## src/rtl/cache_flush_seq_pkg.sv

```systemverilog
// Shared types for the whole-cache flush sequencer.
// Walk states; advancing to the next set is folded into the transitions.
package cache_flush_seq_pkg;

    typedef enum logic [2:0] {
        IDLE,
        READ,
        CHECK,
        WB,
        CLEAR,
        DONE
    } flush_state_t;

    localparam int WBCNT_W = 16;
    localparam logic [WBCNT_W-1:0] WBCNT_MAX = '1;

endpackage

```

## src/rtl/cache_flush_seq.sv

```systemverilog
// Whole-cache flush sequencer: writes back dirty+valid ways set by set.
// Define FLUSH_WBCOUNT_EN to build the saturating writeback counter on WBCount.
module cache_flush_seq
    import cache_flush_seq_pkg::*;
#(
    parameter int NUMWAYS  = 4,
    parameter int SETLEN   = 9,
    parameter int NUMLINES = 128
) (
    input  logic               clk,
    input  logic               reset,
    input  logic               FlushCache,
    input  logic               InvalidateEn,
    input  logic [NUMWAYS-1:0] ValidWay,
    input  logic [NUMWAYS-1:0] DirtyWay,
    input  logic               WBAck,
    output logic [SETLEN-1:0]  FlushAdr,
    output logic [NUMWAYS-1:0] FlushWay,
    output logic               FlushRead,
    output logic               WBReq,
    output logic               ClearDirty,
    output logic               ClearValid,
    output logic               ReplClear,
    output logic               FlushBusy,
    output logic               FlushDone,
    output logic [15:0]        WBCount
);

    localparam logic [SETLEN-1:0]  LAST_SET = SETLEN'(NUMLINES - 1);
    localparam logic [NUMWAYS-1:0] ONE      = NUMWAYS'(1);

    flush_state_t       state;
    logic [SETLEN-1:0]  set;
    logic [NUMWAYS-1:0] pend;
    logic               inv;

    logic [NUMWAYS-1:0] dv;
    logic [NUMWAYS-1:0] low;
    logic [NUMWAYS-1:0] rest;
    logic               last;
    logic               ack;
    logic               adv;

    assign dv   = DirtyWay & ValidWay;
    // Two's-complement trick isolates the lowest pending way.
    assign low  = pend & (~pend + ONE);
    assign rest = pend & ~low;
    assign last = (set == LAST_SET);
    assign ack  = (state == WB) && WBAck;

    // A set is finished when nothing is left to write back or invalidate.
    assign adv = ((state == CHECK) && (dv == '0) && !inv)
              || (ack && (rest == '0) && !inv)
              || (state == CLEAR);

    always_ff @(posedge clk) begin
        if (reset) begin
            state <= IDLE;
            set   <= '0;
            pend  <= '0;
            inv   <= 1'b0;
        end else begin
            if (adv) begin
                if (last) begin
                    state <= DONE;
                end else begin
                    set   <= set + SETLEN'(1);
                    state <= READ;
                end
            end else begin
                unique case (state)
                    IDLE: begin
                        if (FlushCache) begin
                            inv   <= InvalidateEn;
                            set   <= '0;
                            state <= READ;
                        end
                    end
                    READ:  state <= CHECK;
                    CHECK: begin
                        pend  <= dv;
                        state <= (dv != '0) ? WB : CLEAR;
                    end
                    WB: begin
                        if (WBAck) begin
                            pend <= rest;
                            if (rest == '0) state <= CLEAR;
                        end
                    end
                    CLEAR: state <= IDLE;
                    DONE:  state <= IDLE;
                    default: state <= IDLE;
                endcase
            end
        end
    end

    assign FlushAdr   = set;
    assign FlushRead  = (state == READ);
    assign WBReq      = (state == WB);
    assign ClearDirty = ack;
    assign ClearValid = (state == CLEAR);
    assign ReplClear  = (state == CLEAR);
    assign FlushBusy  = (state != IDLE);
    assign FlushDone  = (state == DONE);

    always_comb begin
        FlushWay = '0;
        if (state == WB)    FlushWay = low;
        if (state == CLEAR) FlushWay = '1;
    end

`ifdef FLUSH_WBCOUNT_EN
    logic [WBCNT_W-1:0] wbcnt;

    always_ff @(posedge clk) begin
        if (reset) begin
            wbcnt <= '0;
        end else if ((state == IDLE) && FlushCache) begin
            wbcnt <= '0;
        end else if (ack && (wbcnt != WBCNT_MAX)) begin
            wbcnt <= wbcnt + WBCNT_W'(1);
        end
    end

    assign WBCount = wbcnt;
`else
    assign WBCount = '0;
`endif

endmodule
```

## config.mk

```make
export PLATFORM = sky130hd
export DESIGN_NAME = cache_flush_seq
export DESIGN_NICKNAME = d
export VERILOG_FILES = /design/src/rtl/cache_flush_seq_pkg.sv /design/src/rtl/cache_flush_seq.sv
export SDC_FILE = /design/constraint.sdc
export NUM_CORES = 1
export LEC_CHECK = 0
export ABC_AREA = 1
export ABC_CLOCK_PERIOD_IN_PS = 4000
export CAP_MARGIN = 40
export CORE_MARGIN = 2
export CORE_UTILIZATION = 45
export DETAILED_ROUTE_END_ITERATION = 10
export GPL_ROUTABILITY_DRIVEN = 0
export PLACE_DENSITY = 0.81
export SLEW_MARGIN = 30
export SYNTH_ARGS = -nofsm -noshare
export SYNTH_HDL_FRONTEND = slang
export SYNTH_SLANG_ARGS = --single-unit
```

## constraint.sdc

```tcl
create_clock -name clk -period 4 [get_ports clk]
set_input_delay 0.8 -clock clk [delete_from_list [all_inputs] [get_ports clk]]
set_output_delay 0.8 -clock clk [all_outputs]
set_load 0.05 [all_outputs]
```

==> run summary <==
status: finished clean
slack of the worst reg-to-reg path: 2.29 ns
actual slew at the worst max-slew pin: 0.508 ns
smallest hold slack: 0.473 ns
sequential cell area: 340 sq um
Hold-fix buffers, CTS: 0
GRT Util Overall: 0.175
die width: 58.3 um
proportion of layout cells with a drive suffix above 1: 0.105
drt drc: 0
Inst Count DP: 266
FP Rows: 19
core area: 2780 sq um
Synth cell types: 27
Initial Util: 0.477
via count: 1293
CP max-delay cell: clkdlybuf4s50_1
Fmax achieved: 325 MHz
Avg WL per Cell: 10.3 um
Worst path max stage delay: 0.81 ns
clk_skew: 0.00925 ns
most frequent cells in the layout: nand2_1, clkdlybuf4s50_1, inv_1
largest net degree at the start of global routing: 13
period utilisation layout: 0.769
H-tree depth: 1
Final ANT Viol Nets: 0
cell family with most CP delay: buffers and inverters
Port-buffer cells: 32
clk root buf: clkbuf_4
area leader, netlist: dfxtp_1
syn_area_per_cell: 6.38 sq um
worst path arrival time: 2.28 ns
Clk pin slew, worst setup/hold paths: 0.10 ns
yosys warns: 0
Routed Wire Length: 2.79 mm
first-pass GRT wire length: 4.69 mm
CP bufs+invs: 3
P&R area growth vs syn: 21.6%
Critical Path RT: 3.20 ns
HP Start: inv
worst-skew pair later-pin latency: 0.29 ns
Setup crit end kind: output port
area of the multi-input gates: 763 sq um
clk sinks: 17
post-CTS sizing: 0
Static Leak: 0.746 nW
maxcap violations: 0
most common cell after layout, fill and taps aside: nand2_1
CTS tree: done
top cells by area, synth: dfxtp_1, nand2_1, nand3_1, buf_4, inv_1
fill cell count: 280
Pwr Total: 1.29 mW
Post-Syn Area: 1330 sq um
CP startpoint: WBAck
Slew HR: 0.660
hpwl dp: 2.22 mm
crit path cell chain: clkdlybuf4s50_1 > inv_1 > nor2_4 > clkdlybuf4s50_1
DRT iter0 DRCs: 28
drt pass-1 iters: 4
Setup TNS: 0 ns
# IOs: 49
hold crit path type: flop to flop
Final Instance Count excl. Fillers: 270
RSZ-0062 raised after global routing: false
Bufs on Longest Clock Path: 2
post-CTS setup buffers: 0
Fin. Hold Viols: 0
Cells after Synth: 208
global route overflow: 0
Finish-stage setup viols: 0
crit path time final: 3.08 ns
vias in the first global route: 1125
Final Util: 0.580
R2R Path Start: FlushAdr[1]
PD cells: 801 nW/um^2
Final Slew Violations: 0
Die Area: 3400 sq um
Worst setup SP type: primary input
kind of critical path: primary input to output port
Yosys top cell area share: 0.256
initial antenna violation count: 0
VDD IR max: 0.000490 V
#FFs+latches synth: 17
most used cell, CP: clkdlybuf4s50_1
CTS Buf Count: 3
vias per cell: 4.79
critical path peak fanout: 3
register area share after synthesis: 0.256
fin nets: 254
die height: 58.3 um
Ant. Diodes: 0
## Yosys cell counts, drive strengths merged
master  instances
o21bai          1
nand2          53
nor2           25
nand4           2
a21oi           7
ha              1
nand3          34
a31oi           1
dfxtp          17
o21ai          10
nand3b          1
conb            1
or2             2
clkinv          1
inv            32
buf            20
## stage by stage
stage                     cell area (sq um)  setup slack (ns)
after CTS                              1610             0.917
after global routing                   1610             0.889
after detailed placement               1590             0.920
after floorplan                        1380              1.19
after global placement                 1590             0.934
final                                  1610             0.924
## where the power goes
part | total (mW) | internal [mW] | switching [mW]
Sequential | 0.302 | 0.234 | 0.0674
Clock | 0.0904 | 0.0372 | 0.0532
Combinational | 0.901 | 0.279 | 0.622
## path summary, 6_finish.rpt
| kind | cells past startpoint | end |
|---|---|---|
| worst max-delay path | 4 | ClearDirty |
| worst min-delay path | 2 | inv |
| worst max register to register | 11 | FlushAdr[0] |
| worst min register to register | 2 | inv |
## per-layer routing
metal / global-route usage / up-vias / wire length [um]
met2: 0.294 / 41 / 1370
met4: 0.0399 / 0 / 26
met1: 0.221 / 569 / 1220
li1: - / 679 / -
met5: 0 / - / 0
met3: 0.0505 / 4 / 166
## layout make-up
cell class	count	share of cell area
clock buffer	3	0.0140
clock inverter	1	0.00310
inverter	33	0.0767
multi-input combinational	153	0.473
sequential	17	0.211
tap	31	0.0240
timing repair buffer	32	0.198
## logic make-up after synthesis
group	Yosys count	synth area share
flip-flops	17	0.256
other	1	0.00282
buffers and inverters	53	0.211
AO/OA/AOI/OAI	19	0.0745
adder cells (fa/ha/maj)	1	0.00942
AND/OR/NAND/NOR	117	0.446
## flip-flops by register name (all words and copies together) (netlist names)
name and flops:
FlushAdr 9, inv 1, pend 4, state 3
## worst register-to-register path, cell delays in order (launching register included)
cell and delay [ns]:
dfxtp_1 0.39, ha_1 0.20, nand3_1 0.11, nor2_1 0.14
nand2_1 0.11, nor2_2 0.15, nand2_1 0.12, nand2_4 0.15
nand2_4 0.10, nand2_1 0.08, inv_1 0.03, nor2_1 0.09
Power figures use the tool's default switching activity.
